==> config.mk <==
export PLATFORM = sky130hd
export DESIGN_NAME = if_stage
export DESIGN_NICKNAME = d
export VERILOG_FILES = /design/src/rtl/if_stage.sv
export SDC_FILE = /design/constraint.sdc
export NUM_CORES = 1
export LEC_CHECK = 0
export ABC_CLOCK_PERIOD_IN_PS = 2300
export BUFFER_PORTS_ARGS = -buffer_cell sky130_fd_sc_hd__buf_2
export CAP_MARGIN = 20
export CORE_UTILIZATION = 43
export DETAILED_ROUTE_END_ITERATION = 10
export PLACE_DENSITY = 0.69
export SLEW_MARGIN = 10
export SYNTH_ARGS = -nofsm -noshare
export SYNTH_HDL_FRONTEND = slang
export SYNTH_SLANG_ARGS = --single-unit
export TNS_END_PERCENT = 30
==> constraint.sdc <==
create_clock -name clk -period 2.3 [get_ports clk]
set_input_delay 0 -clock clk [delete_from_list [all_inputs] [get_ports clk]]
set_output_delay 0 -clock clk [all_outputs]
set_load 0.05 [all_outputs]
==> src/rtl/if_stage.sv <==
// Instruction-fetch stage: owns the PC, registers ROM output into IF/ID,
// and handles stall / flush / redirect from later stages.
// A misaligned redirect target parks the stage in HALT until reset.
// Optional performance counters are built when IF_PERF_CNT_EN is defined.
module if_stage #(
   parameter logic [31:0] RESET_PC = 32'h0000_0000
) (
   input  logic        clk,
   input  logic        rst,
   input  logic        stall_i,
   input  logic        flush_i,
   input  logic        redirect_i,
   input  logic [31:0] redirect_pc_i,
   output logic [31:0] pc_o,
   input  logic [31:0] inst_i,
   output logic [31:0] id_pc_o,
   output logic [31:0] id_pc4_o,
   output logic [31:0] id_inst_o,
   output logic        id_valid_o,
   output logic        misalign_o
`ifdef IF_PERF_CNT_EN
   ,
   output logic [31:0] fetch_cnt_o,
   output logic [31:0] stall_cnt_o
`endif
);

   localparam logic [31:0] NOP = 32'h0000_0013;

   typedef enum logic {RUN, HALT} state_t;

   // IF/ID pipeline register contents
   typedef struct packed {
      logic [31:0] pc;
      logic [31:0] pc4;
      logic [31:0] inst;
      logic        valid;
   } ifid_t;

   state_t      state;
   logic [31:0] pc;
   ifid_t       ifid;
   logic [31:0] pc_plus4;

   assign pc_plus4 = pc + 32'd4;

   // PC is a register, so the ROM address never sees a combinational input path
   assign pc_o       = pc;
   assign id_pc_o    = ifid.pc;
   assign id_pc4_o   = ifid.pc4;
   assign id_inst_o  = ifid.inst;
   assign id_valid_o = ifid.valid;

   // Fetch FSM: PC, IF/ID register and sticky misalign flag
   always_ff @(posedge clk) begin
      if (rst) begin
         state      <= RUN;
         pc         <= RESET_PC;
         ifid       <= '{pc: 32'd0, pc4: 32'd0, inst: NOP, valid: 1'b0};
         misalign_o <= 1'b0;
      end else begin
         case (state)
            RUN: begin
               if (redirect_i && (redirect_pc_i[1:0] == 2'b00)) begin
                  // redirect wins over stall and flush; one bubble follows
                  pc         <= redirect_pc_i;
                  ifid.valid <= 1'b0;
               end else if (redirect_i) begin
                  // bad target: freeze the front end until reset
                  misalign_o <= 1'b1;
                  ifid.valid <= 1'b0;
                  state      <= HALT;
               end else if (stall_i) begin
                  if (flush_i) ifid.valid <= 1'b0;
               end else begin
                  ifid.pc    <= pc;
                  ifid.pc4   <= pc_plus4;
                  ifid.inst  <= inst_i;
                  ifid.valid <= !flush_i;
                  pc         <= pc_plus4;
               end
            end
            default: begin
               ifid.valid <= 1'b0;
            end
         endcase
      end
   end

`ifdef IF_PERF_CNT_EN
   // Fetch and stall-cycle counters, counted only while running
   always_ff @(posedge clk) begin
      if (rst) begin
         fetch_cnt_o <= 32'd0;
         stall_cnt_o <= 32'd0;
      end else if (state == RUN && !redirect_i) begin
         if (stall_i) stall_cnt_o <= stall_cnt_o + 32'd1;
         else if (!flush_i) fetch_cnt_o <= fetch_cnt_o + 32'd1;
      end
   end
`endif

endmodule
==> flow_metrics.tcl <==
set metrics [dict create \
    leakagePower_nw 3.491 \
    ys_seq_area_frac 0.4510 \
    pre_cts_ws_ns 0.2842 \
    syn2layout_area_growth_pct 40.53 \
    fin_skew_ns 0.005858 \
    dr.pass1.iters 5 \
    avgViaCountPerCell 5.156 \
    ir_worst_vdd_uv 711.0 \
    fill_cells 1132 \
    crit_type "reg2reg" \
    synth_ff_type "dfxtp_1" \
    clk_latency_ns 0.42 \
    cp-start-kind "register" \
    syn-num-nets 783 \
    maxCapViolCount 0 \
    synth_seq_cells 129 \
    fp-row-count 41 \
    n_antenna_cell 0 \
    drc_errors 0 \
    hold_viol 0 \
    htree_num_levels 4 \
    min_period_ns 2.106 \
    nets 1024 \
    cts_setup_buffers 0 \
    max_freq_ghz 0.4748 \
    routed-wl-met2_mm 8.310 \
    tightest_slew_ns 0.7385 \
    final_layout_size_suffix_gt1_frac 0.2771 \
    die_h_microns 117.4 \
    wl_per_cell_microns 15.78 \
    netlist_area_sq_um 5727 \
    dp_hpwl_mm 11.51 \
    wl_mm 17.98 \
    arrival_ns 2.41 \
    drt-met1-wl_mm 8.210 \
    ys_warn_count 0 \
    min_period_over_period 0.9157 \
    ios 199 \
    syn_avg_cell_area_sq_um 8.032 \
    synthArstFlopShare 0 \
    synth.distinct_cells 53 \
    antenna_left 0 \
    setup_ws_ns 0.1939 \
    fin_setup_tns_ns 0 \
    cts_tree "done" \
    drv_slew 0 \
    vias 5873 \
    root_buffer "clkbuf_16" \
    end_kind "register" \
    clk_pin_slew_ns 0.05 \
    p_per_area_nw_per_um2 758.4 \
    hold_class "in2reg" \
    worstPathRequired_ns 2.60 \
    dieArea_sq_um 13780 \
    coreArea_sq_um 12820 \
    slowest_delay_ns 0.57 \
    initial_utilization 0.4465 \
    grt_setup_unrepaired "no" \
    antenna_found_initial 0 \
    cts_buffers 17 \
    crit_path_max_fanout 19 \
    grt_overflow_total 0 \
    die_w_microns 117.4 \
    status "finished clean" \
    drt_iter0_markers 465 \
    gp_congestion 0.8261 \
    relSlewSlack 0.5077 \
    grt_pass1_vias 5596 \
    cp_slowest_cell "dlygate4sd3_1" \
    worstPathCellList "or3_2, o21ai_4, nand2_1, a22oi_1, nor2_1, dlygate4sd3_1" \
    synth_edf_count 0 \
    met3WireLength_mm 1.076 \
    grtUsageTotal 0.2641 \
    finalSetupViolCount 0 \
    clockBufferDepth 2 \
    synthCells 713 \
    grt_max_degree 122 \
    grt_pass1_wl_mm 28.95 \
    io_buffers 198 \
    clock-sinks 129 \
    highest_layer "met4" \
]
-- cell usage after synthesis (3+ instances only) --
cell      count  area share
buf_2         4      0.0035
and4_1        3      0.0046
nand3b_1      4      0.0052
or3_1        10       0.011
a211oi_1     26       0.034
and2_1        6      0.0066
a211o_1       3      0.0046
clkbuf_8      3      0.0072
nor3b_1       4      0.0052
xor2_1       16       0.024
a22o_1        4      0.0061
o21ai_0      12       0.010
o31ai_1       3      0.0039
nand2_1     158        0.10
nand4_1       7      0.0076
buf_4         9       0.012
a31oi_1       7      0.0076
nor4_1        3      0.0033
buf_6         3      0.0059
a21oi_1      86       0.075
a22oi_1       9       0.012
nand2b_1      3      0.0033
and3_1       14       0.015
nor3_1       11      0.0096
dfxtp_1     129        0.45
mux2i_1       3      0.0052
clkbuf_1     42       0.028
nor2_1       63       0.041
xnor2_1      10       0.015
inv_1         6      0.0039
nand3_1      22       0.019
-- metal layers --
layer  GRT usage  vias up
li1            -     2937
met1      0.3476     2686
met2      0.4186      217
met3     0.06761       33
met4     0.08929        0
met5           0        -
-- cells by family (layout without fill, tap and decap cells) --
kind of cell,count (synthesis),after routing,synth area share
AO/OA/AOI/OAI,161,161,0.1695
XOR/XNOR,26,26,0.03976
adder cells (fa/ha/maj),1,1,0.002184
buffers and inverters,70,324,0.06401
flip-flops,129,129,0.4510
multiplexers,3,3,0.005244
AND/OR/NAND/NOR,323,323,0.2683
-- report_power, final --
group	switching [mW]	leakage, nW	total, mW	internal (mW)
logic	0.685	2.15	0.998	0.313
registers	0.0978	1.05	2.44	2.34
clock network	0.960	0.286	2.67	1.71
-- placed cells by master, fill, tap and decap left out, drive strengths merged, types with 3 or more instances in the layout --
| cell type | Yosys | layout |
|---|---|---|
| a211o | 3 | 3 |
| a211oi | 26 | 26 |
| a21oi | 86 | 86 |
| a22o | 4 | 4 |
| a22oi | 9 | 9 |
| a31oi | 7 | 7 |
| and2 | 7 | 7 |
| and3 | 15 | 15 |
| and4 | 3 | 3 |
| buf | 18 | 221 |
| clkbuf | 46 | 24 |
| clkinv | 0 | 4 |
| dfxtp | 129 | 129 |
| dlygate4sd3 | 0 | 65 |
| inv | 6 | 6 |
| mux2i | 3 | 3 |
| nand2 | 158 | 158 |
| nand2b | 3 | 3 |
| nand3 | 22 | 22 |
| nand3b | 4 | 4 |
| nand4 | 11 | 11 |
| nor2 | 63 | 63 |
| nor3 | 12 | 12 |
| nor3b | 4 | 4 |
| nor4 | 5 | 5 |
| o21ai | 13 | 13 |
| o31ai | 3 | 3 |
| or3 | 10 | 10 |
| xnor2 | 10 | 10 |
| xor2 | 16 | 16 |
-- through the flow --
step | utilization | instances | instance area [sq um] | total power [mW] | hold slack [ns]
6_report | 0.6275 | 1139 | 8048 | 6.104 | 0.01279
5_1_grt | 0.6275 | 1139 | 8048 | 6.322 | 0.04933
4_1_cts | 0.6267 | 1139 | 8038 | 6.136 | 0.0006698
3_5_place_dp | 0.5297 | 1042 | 6793 | 3.385 | 0.2161
3_3_place_gp | 0.5297 | 1042 | 6793 | 3.376 | 0.2168
2_1_floorplan | - | 713 | 5729 | 3.123 | 0.09119
-- sequential cells by signal, indices dropped and copies added, names as in the netlist --
| signal | count |
|---|---|
| id_pc4_o | 30 |
| state | 1 |
| id_inst_o | 32 |
| id_valid_o | 1 |
| pc_o | 32 |
| misalign_o | 1 |
| id_pc_o | 32 |
-- final cells by class --
type,count,area [sq um],share of cell area
multi-input combinational,514,2801,0.3481
tap,172,215.2,0.02674
inverter,6,22.52,0.002799
clock buffer,24,491.7,0.06110
sequential,129,2585,0.3212
timing repair buffer,286,1829,0.2273
clock inverter,8,102.6,0.01275
-- worst max-delay path, delay by kind of cell, from the launching register on --
| kind | cells | cell delay (ns) |
|---|---|---|
| AND/OR/NAND/NOR | 3 | 0.65 |
| flip-flops | 1 | 0.39 |
| AO/OA/AOI/OAI | 2 | 0.38 |
| buffers and inverters | 1 | 0.57 |
-- worst paths after layout --
path,end,cells past startpoint,slack (ns),from
worst max-delay path,pc_o[6]$_SDFFE_PP0P_,6,0.19,state$_SDFF_PP0_
worst min-delay path,pc_o[18]$_SDFFE_PP0P_,4,0.01,redirect_pc_i[18]
worst max register to register,pc_o[6]$_SDFFE_PP0P_,6,0.19,state$_SDFF_PP0_
worst min register to register,id_pc_o[30]$_SDFFE_PP0P_,2,0.45,id_pc_o[30]$_SDFFE_PP0P_
-- what timing repair did --
item	in CTS	in global routing
gates resized for setup	0	2
hold endpoints to repair	74	0
hold buffers	65	0
setup endpoints to repair	0	1
Power figures use the tool's default switching activity.
